--- src/rtl/video_pkg.sv ---
// Shared types and helpers for the video input path: writer FSM states,
// Wishbone cycle-type codes and frame geometry.
package video_pkg;

    typedef enum logic [1:0] {
        IDLE,
        WAIT_DATA,
        BURST,
        IRQ
    } vfw_state_t;

    localparam logic [2:0] CTI_INCR = 3'b010;
    localparam logic [2:0] CTI_EOB  = 3'b111;

    // Four 8-bit pixels are packed into each 32-bit word.
    function automatic int frame_words(input int width, input int height);
        return (width * height) / 4;
    endfunction

endpackage

--- src/rtl/vfw_addr_queue.sv ---
// Two-entry frame base address queue with fall-through when empty and a
// sticky overflow flag for addresses dropped while full.
module vfw_addr_queue (
    input  logic        clk,
    input  logic        nRST,
    input  logic        push,
    input  logic        pop,
    input  logic        irq_ack,
    input  logic [31:0] din,
    output logic [31:0] head,
    output logic        empty,
    output logic        ovf
);
    import video_pkg::*;

    logic [31:0] mem [2];
    logic        wr_ptr;
    logic        rd_ptr;
    logic [1:0]  count;
    logic        full;
    logic        bypass;
    logic        accept;
    logic        take;
    logic [31:0] raw_head;

    assign empty    = (count == 2'd0);
    assign full     = (count == 2'd2);
    assign raw_head = empty ? din : mem[rd_ptr];
    assign head     = raw_head & 32'hFFFF_FFFC;

    // An address pushed into an empty queue and popped in the same cycle is never stored.
    assign bypass = empty & push & pop;
    assign accept = push & (~full | pop) & ~bypass;
    assign take   = pop & ~empty;

    always_ff @(posedge clk or negedge nRST) begin
        if (!nRST) begin
            wr_ptr <= 1'b0;
            rd_ptr <= 1'b0;
            count  <= 2'd0;
            ovf    <= 1'b0;
        end else begin
            if (accept) wr_ptr <= ~wr_ptr;
            if (take)   rd_ptr <= ~rd_ptr;
            case ({accept, take})
                2'b10:   count <= count + 2'd1;
                2'b01:   count <= count - 2'd1;
                default: count <= count;
            endcase
            ovf <= (push & full & ~pop) | (ovf & ~irq_ack);
        end
    end

    // NOTE: storage needs no reset; count gates every read of an unwritten entry.
    always_ff @(posedge clk) begin
        if (accept) mem[wr_ptr] <= din;
    end

endmodule

--- src/rtl/video_frame_writer.sv ---
// Frame store master: drains the pixel FIFO into RAM one frame per queued
// base address, using Wishbone incrementing bursts with error abort.
module video_frame_writer #(
    parameter int P_WIDTH    = 640,
    parameter int P_HEIGHT   = 480,
    parameter int BURST_LEN  = 16,
    parameter int INT_CYCLES = 4,
    parameter int LVL_W      = 8
) (
    input  logic             clk,
    input  logic             nRST,
    input  logic             addr_wr,
    input  logic [31:0]      addr_in,
    input  logic             irq_ack,
    input  logic [LVL_W-1:0] fifo_level,
    input  logic [31:0]      fifo_data,
    output logic             fifo_rd,
    output logic             fifo_flush,
    output logic             irq,
    output logic [3:0]       status,
    output logic             wb_cyc_o,
    output logic             wb_stb_o,
    output logic             wb_we_o,
    output logic [3:0]       wb_sel_o,
    output logic [31:0]      wb_adr_o,
    output logic [31:0]      wb_dat_o,
    output logic [2:0]       wb_cti_o,
    output logic [1:0]       wb_bte_o,
    input  logic             wb_ack_i,
    input  logic             wb_err_i
);
    import video_pkg::*;

    localparam int WPF    = frame_words(P_WIDTH, P_HEIGHT);
    localparam int BEAT_W = (BURST_LEN > 1) ? $clog2(BURST_LEN) : 1;
    localparam int IRQ_W  = $clog2(INT_CYCLES);

    localparam logic [LVL_W:0]    LVL_BURST = (LVL_W+1)'(BURST_LEN);
    localparam logic [19:0]       LAST_WORD = 20'(WPF - 1);
    localparam logic [BEAT_W-1:0] LAST_BEAT = BEAT_W'(BURST_LEN - 1);
    localparam logic [IRQ_W-1:0]  LAST_IRQ  = IRQ_W'(INT_CYCLES - 1);

    generate
        if ((WPF % BURST_LEN) != 0 || BURST_LEN < 1 || BURST_LEN > 64 ||
            (BURST_LEN & (BURST_LEN - 1)) != 0 || INT_CYCLES < 3) begin : g_bad_params
            $error("video_frame_writer: illegal frame geometry or burst parameters");
        end
    endgenerate

    vfw_state_t        state, state_n;
    logic [31:0]       base;
    logic [19:0]       word_cnt;
    logic [BEAT_W-1:0] beat;
    logic [IRQ_W-1:0]  irq_cnt;
    logic              done_flag, err_flag;
    logic              set_done, set_err;
    logic              q_pop, q_empty, q_ovf;
    logic [31:0]       q_head;
    logic              last_beat;

    vfw_addr_queue u_addr_queue (
        .clk     (clk),
        .nRST    (nRST),
        .push    (addr_wr),
        .pop     (q_pop),
        .irq_ack (irq_ack),
        .din     (addr_in),
        .head    (q_head),
        .empty   (q_empty),
        .ovf     (q_ovf)
    );

    assign last_beat = (beat == LAST_BEAT);
    assign status    = {q_ovf, err_flag, done_flag, state != IDLE};
    assign wb_sel_o  = 4'hF;
    assign wb_bte_o  = 2'b00;

    // Bus outputs are decoded from state so an asynchronous reset clears them at once.
    always_comb begin
        state_n    = state;
        q_pop      = 1'b0;
        fifo_rd    = 1'b0;
        fifo_flush = 1'b0;
        set_done   = 1'b0;
        set_err    = 1'b0;
        irq        = 1'b0;
        wb_cyc_o   = 1'b0;
        wb_stb_o   = 1'b0;
        wb_we_o    = 1'b0;
        wb_adr_o   = 32'd0;
        wb_dat_o   = 32'd0;
        wb_cti_o   = 3'b000;
        case (state)
            IDLE: begin
                if (!q_empty || addr_wr) begin
                    q_pop   = 1'b1;
                    state_n = WAIT_DATA;
                end
            end
            WAIT_DATA: begin
                if ({1'b0, fifo_level} >= LVL_BURST) state_n = BURST;
            end
            BURST: begin
                wb_cyc_o = 1'b1;
                wb_stb_o = 1'b1;
                wb_we_o  = 1'b1;
                wb_adr_o = base + {10'd0, word_cnt, 2'b00};
                wb_dat_o = fifo_data;
                wb_cti_o = last_beat ? CTI_EOB : CTI_INCR;
                if (wb_err_i) begin
                    fifo_flush = 1'b1;
                    set_err    = 1'b1;
                    state_n    = IRQ;
                end else if (wb_ack_i) begin
                    fifo_rd = 1'b1;
                    if (last_beat) begin
                        if (word_cnt == LAST_WORD) begin
                            set_done = 1'b1;
                            state_n  = IRQ;
                        end else begin
                            state_n = WAIT_DATA;
                        end
                    end
                end
            end
            IRQ: begin
                irq = 1'b1;
                if (irq_cnt == LAST_IRQ) state_n = IDLE;
            end
            default: state_n = IDLE;
        endcase
    end

    always_ff @(posedge clk or negedge nRST) begin
        if (!nRST) begin
            state     <= IDLE;
            base      <= 32'd0;
            word_cnt  <= 20'd0;
            beat      <= '0;
            irq_cnt   <= '0;
            done_flag <= 1'b0;
            err_flag  <= 1'b0;
        end else begin
            state <= state_n;
            if (q_pop) begin
                base     <= q_head;
                word_cnt <= 20'd0;
                beat     <= '0;
            end else if (fifo_rd) begin
                word_cnt <= word_cnt + 20'd1;
                beat     <= last_beat ? '0 : beat + BEAT_W'(1);
            end
            irq_cnt   <= (state == IRQ) ? irq_cnt + IRQ_W'(1) : '0;
            done_flag <= set_done | (done_flag & ~irq_ack);
            err_flag  <= set_err | (err_flag & ~irq_ack);
        end
    end

endmodule

--- config.mk ---
export PLATFORM = sky130hd
export DESIGN_NAME = video_frame_writer
export DESIGN_NICKNAME = d
export VERILOG_FILES = /design/src/rtl/video_pkg.sv /design/src/rtl/vfw_addr_queue.sv /design/src/rtl/video_frame_writer.sv
export SDC_FILE = /design/constraint.sdc
export NUM_CORES = 1
export LEC_CHECK = 0
export ABC_AREA = 0
export CAP_MARGIN = 15
export CORE_MARGIN = 4
export CORE_UTILIZATION = 30
export DETAILED_ROUTE_END_ITERATION = 8
export GPL_ROUTABILITY_DRIVEN = 1
export MAX_ROUTING_LAYER = met4
export PLACE_DENSITY = 0.55
export SYNTH_ARGS = -nofsm -noshare
export SYNTH_HDL_FRONTEND = slang
export SYNTH_SLANG_ARGS = --single-unit
--- constraint.sdc ---
create_clock -name clk -period 2.99 [get_ports clk]
set_input_delay 0.4485 -clock clk [delete_from_list [all_inputs] [get_ports clk]]
set_output_delay 0.4485 -clock clk [all_outputs]
set_load 0.05 [all_outputs]
# After elaboration in Yosys (flattened, before gate mapping)

Memory sizes are Yosys's and may differ from the RTL's.
Index checks and enable logic that the tools add are counted.

Flip-flop bits (word level): 65
RAM bits: 64
Output and inout port bits: 83
Memories kept: 1

Memory list:

| memory           | words | bits a word | read ports | clocked after memory_dff | wr ports | line                 | RTL |
|---|---|---|---|---|---|---|---|
| u_addr_queue.mem | 2     | 32          | 1          | 0                        | 1        | vfw_addr_queue.sv:16 | `logic [31:0] mem [2];` |

Add/sub/neg operators: 6
$lt $le $gt $ge: 1
Equality and inequality tests: 14
Multiplexer cells: 36
Bitwise operators: 21
Reduce and logical (&&, ||, !) cells: 8

Operator list:

| cell                                                               | count |
|---|---|
| 2-to-1 mux 32 bit                                                  | 3 |
| 2-to-1 mux 20 bit                                                  | 2 |
| adder 32 x 22 -> 32 bit                                            | 1 |
| adder 20 x 1 -> 20 bit (second input constant)                     | 1 |
| == test 20 x 17 -> 1 bit (second input constant)                   | 1 |
| 2-to-1 mux 1 bit                                                   | 16 |
| 2-to-1 mux 2 bit                                                   | 8 |
| 2-to-1 mux 4 bit                                                   | 3 |
| AND 1 bit                                                          | 10 |
| == test 2 bit (second input constant)                              | 5 |
| greater-or-equal comparator 8 x 5 -> 1 bit (second input constant) | 1 |
| one-hot mux 2 bit (4 select lines)                                 | 1 |
| NOT 1 bit                                                          | 7 |
| 2-to-1 mux 3 bit                                                   | 2 |
| inequality test 2 bit (second input constant)                      | 3 |
| inequality test 3 bit (second input constant)                      | 2 |
| nonzero test 2 bit                                                 | 3 |
| AND reduction 5 bit                                                | 1 |
| adder 2 x 1 -> 2 bit (second input constant)                       | 2 |
| adder 4 x 1 -> 4 bit (second input constant)                       | 1 |
| == test 2 x 1 -> 1 bit (second input constant)                     | 2 |
| == test 4 bit (second input constant)                              | 1 |
| logical NOT 2 bit                                                  | 2 |
| OR 1 bit                                                           | 4 |
| other kinds (4)                                                    | 4 |

# Longest topological paths before layout

Gate-level depths: netlist of run 1.

Depth after elaboration: 10
Depth in mapped cells: 11
Depth with buffers taken out: 11

# Cells and area by module

From an unflattened synthesis of run 1, not the netlist that was laid out.

Cell total of the unflattened synthesis: 798
Area, all modules: 7633.6 um2

Modules (own cells, without submodules):

| module             | times used | cells each | area an instance (um2) | sequential area each (um2) |
|---|---|---|---|---|
| video_frame_writer | 1          | 612        | 4775.8                 | 1551.5 |
| vfw_addr_queue     | 1          | 186        | 2857.7                 | 1926.8 |

# Worst setup path before layout of run 1

No wires, ideal clock.

Path type: reg2out
Start point: register word_cnt[8]
End point: output port wb_adr_o[23]
Arrival: 3165 ps
Required time: 2542 ps
Slack: -623 ps
Stages on the path, launching flop included: 10
Cells stage by stage: dfrtp_1 > ha_1 > a21o_1 > a31oi_4 > o31ai_2 > or4_4 > o221ai_4 > nand2b_4 > a41oi_2 > mux2i_1

Cells in the longest elaborated chain, start to end: 2

Ends and longest elaborated chain:

| item                     | line                      | RTL |
|---|---|---|
| start: declaration       | video_frame_writer.sv:52  | `logic [19:0] word_cnt;` |
| start signal: assignment | video_frame_writer.sv:150 | `word_cnt <= word_cnt + 20'd1;` |
| adder 32 x 22 -> 32 bit  | video_frame_writer.sv:107 | `wb_adr_o = base + {10'd0, word_cnt, 2'b00};` |
| 2-to-1 mux 32 bit        | video_frame_writer.sv:93  | `case (state)` |
| end: declaration         | video_frame_writer.sv:25  | `output logic [31:0] wb_adr_o,` |

No other way between the ends.

# Worst setup path after layout of run 1

Start point: register base[10]
End point: output port wb_adr_o[29]

Cells in the longest elaborated chain, start to end: 2

Ends and longest elaborated chain:

| item                     | line                      | RTL |
|---|---|---|
| start: declaration       | video_frame_writer.sv:51  | `logic [31:0] base;` |
| start signal: assignment | video_frame_writer.sv:146 | `base <= q_head;` |
| adder 32 x 22 -> 32 bit  | video_frame_writer.sv:107 |  |
| 2-to-1 mux 32 bit        | video_frame_writer.sv:93  |  |

No other way between the ends.

==> results.py, run 1 <==
metrics = {
    "run_status": {
        "status": "finished with violations",
        "violations": "setup timing",
    },
    "worst_setup_path": {
        "rr_worst_depth": 10,
        "rr_startpoint": "state[0]$_DFFE_PN0P_",
        "crit_end": "wb_adr_o[29]",
        "path_max_fanout": 4,
        "required_ps": 2540,
        "crit_start": "base[10]$_DFFE_PN0P_",
        "cp-end-kind": "primary output",
        "start_kind": "register",
        "r2r_end": "word_cnt[13]$_DFFE_PN0P_",
        "reg2reg_slack_ps": 590,
        "path_class": "register to primary output",
        "worst_ep_arrival_time_ps": 2980,
    },
    "layout": {
        "fin_util_pct": 46.06,
        "n_fill_cell": 2079,
        "layout_common_cells": "buf_4, nor2_1, clkdlybuf4s50_1",
        "area_growth_pct": 51.20,
        "layout_commonest_cell": "buf_4",
        "nNetsFinal": 1000,
        "drive_gt1_share_pct": 29.67,
    },
    "logic_synthesis": {
        "syn_inst": 697,
        "yosys_warnings": 0,
        "syn_area_per_cell_um2": 9.866,
        "synth_area_leaders": "edfxtp_1, dfrtp_1, nor2_1",
        "synth_top_cell_by_area": "edfxtp_1",
        "synth_top_cell_area_share_pct": 26.20,
        "ys_async_sr_fraction_pct": 52.00,
        "synth_flop_cell": "dfrtp_1",
        "synth_edf_count": 60,
        "ys_types": 58,
        "synth_seq_area_share_pct": 49.85,
        "synth-seq-cells": 125,
        "syn_area_um2": 6877,
    },
    "clock_tree": {
        "numCtsBuffers": 17,
        "clock_latency_ps": 420,
        "cts_tree": "yes",
        "clkTransAtPathRegs_ps": 60,
        "cts_buffer_depth": 2,
        "h-tree-depth": 4,
        "cts_hold_buffers": 0,
        "cts-root-buf": "clkbuf_16",
        "numClockSinks": 125,
    },
    "routing": {
        "drtIter0Drc": 264,
        "dr.pass1.iters": 5,
        "postRouteAntennaNets": 0,
        "avgRoutedWirePerCell_um": 15.71,
        "drc": 0,
        "num_vias": 5606,
        "drt_wl_total_um": 18780,
        "vias_per_cell": 4.687,
    },
    "timing": {
        "finalSetupViolCount": 19,
        "relSlewSlack_pct": 40.47,
        "hold_viol": 0,
        "fin_skew_ps": 7.875,
        "drv_slew": 0,
        "rsz0062_at_grt": "yes",
        "setup_slack_ps": -434.4,
        "min_period_ps": 3424,
        "fmax_ghz": 0.2920,
        "post-route-period-util_pct": 114.5,
        "hold_slack_ps": 221.9,
        "tightest_slew_ps": 892.9,
    },
    "floorplan": {
        "die_h_um": 159.4,
        "coreArea_um2": 22570,
        "dieWidth_um": 159.4,
        "rows": 55,
        "dieArea_um2": 25410,
        "io-pin-count": 161,
        "start_util_pct": 30.47,
    },
    "global_routing": {
        "grt_usage_pct": 15.09,
        "antenna_found_initial": 0,
        "overflow": 0,
        "grt_pass1_wl_um": 29730,
        "grt_pass1_vias": 5583,
        "grt_max_degree": 66,
    },
    "place": {
        "gp_congestion": 0.8288,
        "io_buffers": 146,
        "hpwl_um": 13690,
    },
    "pwr": {
        "peakVddDrop_uv": 743.3,
        "cellPowerDensity_nw_per_um2": 921.2,
        "leakagePower_nw": 4.424,
    },
    "job": {
        "maxCapViolCount": 0,
    },
    "min_path": {
        "hold_class": "primary input to async pin",
    },
}
-- sequential cells by signal, indices dropped and copies added (netlist names) --
name / cells
done_flag: 1
u_addr_queue.ovf: 1
word_cnt: 20
beat: 4
u_addr_queue.wr_ptr: 1
base: 30
err_flag: 1
u_addr_queue.count: 2
u_addr_queue.rd_ptr: 1
state: 2
u_addr_queue.mem: 60
irq_cnt: 2
-- power by group --
group	internal (mW)	switching [mW]
Clock	1.39	0.773
Combinational	1.81	2.85
Sequential	2.35	0.396
-- cell usage after synthesis (3+ instances only) --
library cell and instances:
a21o_1 12, a21oi_1 59, a22o_1 3, a31oi_1 3, and2_1 35, and3_1 11, buf_1 3, buf_4 15
clkbuf_1 28, dfrtp_1 65, edfxtp_1 60, ha_1 24, inv_1 20, mux2i_1 32, nand2_1 64, nand2b_1 5
nand3_1 9, nand4_1 8, nor2_1 92, nor2b_1 4, nor3_1 8, o211ai_1 4, o21ai_0 45, o21bai_1 4
or3_1 6, xnor2_1 15, xor2_1 23
-- stage by stage --
stage               power (mW)  setup TNS (ps)  cell area, um^2  worst slack, ps  cells
global route             10.17           -8874            10400           -553.8   1195
floorplan                5.613          -110.6             7076           -106.5    703
global placement         7.253           -1385             9238           -180.2   1151
detailed placement       7.288           -1812             9238           -198.3   1151
CTS                      9.621           -6461            10210           -460.7   1191
finish                   9.578           -6175            10400           -434.4   1196
-- repair_timing --
item,4_1_cts,5_1_grt
buffers inserted,9,5
pin swaps,38,16
resized for setup,64,27
endpoints found under the setup margin,23,23
-- critical path, stage by stage (launching register included) --
cell and delay (ps):
dfrtp_1 400, ha_4 260, buf_4 160, a31oi_4 220
o31ai_4 90, or4_4 430, o221ai_4 270, buf_6 170
a211oi_2 70, xnor2_1 290, nor2_4 60, buf_12 150
-- routing by layer --
metal	GRT usage, %	up-vias	share of wire (%)
met5	-	-	0
met4	3.787	0	1.1
met3	4.297	19	5.5
met2	24.64	143	49
met1	18.55	2624	45
li1	-	2820	-
-- logic make-up (layout without fill, tap and decap cells) --
kind of cell / count (synthesis) / after routing / share of synthesized area (%)
compound gates: 150 / 150 / 13.50
xor+xnor: 38 / 38 / 4.840
fa+ha+maj: 25 / 25 / 4.658
buf+inv: 68 / 275 / 4.531
flops: 125 / 125 / 49.85
mux: 32 / 32 / 4.658
other cells: 2 / 9 / 0.1092
simple gates: 257 / 257 / 17.85
-- worst min path at each step --
| stage | depth (start not counted) | to | slack (ps) |
|---|---|---|---|
| after floorplan | 0 | base[10]$_DFFE_PN0P_ | 150 |
| after global placement | 1 | irq_cnt[0]$_DFF_PN0_ | 430 |
| after detailed placement | 1 | irq_cnt[0]$_DFF_PN0_ | 430 |
| after CTS | 2 | base[27]$_DFFE_PN0P_ | 260 |
| after global routing | 2 | base[24]$_DFFE_PN0P_ | 300 |
| final | 2 | base[31]$_DFFE_PN0P_ | 220 |
-- layout make-up --
type                       count  area [um^2]  area share (%)
antenna                        1        2.502         0.02407
timing repair buffer         221         2187           21.03
sequential                   125         3428           32.97
inverter                      22        82.58          0.7942
clock inverter                14        191.4           1.841
tap                          285        356.6           3.430
clock buffer                  18        429.2           4.128
multi-input combinational    510         3720           35.78
Power figures use the tool's default switching activity.
==> run 2: changes to the inputs <==
--- a/config.mk
+++ b/config.mk
@@ -9,6 +9,7 @@
 export CAP_MARGIN = 15
 export CORE_MARGIN = 4
 export CORE_UTILIZATION = 30
+export CTS_CLUSTER_DIAMETER = 80
 export DETAILED_ROUTE_END_ITERATION = 8
 export GPL_ROUTABILITY_DRIVEN = 1
 export MAX_ROUTING_LAYER = met4
==> results of run 2 <==
Same layout as run 1: the final DEF is identical, and so are final timing and power.
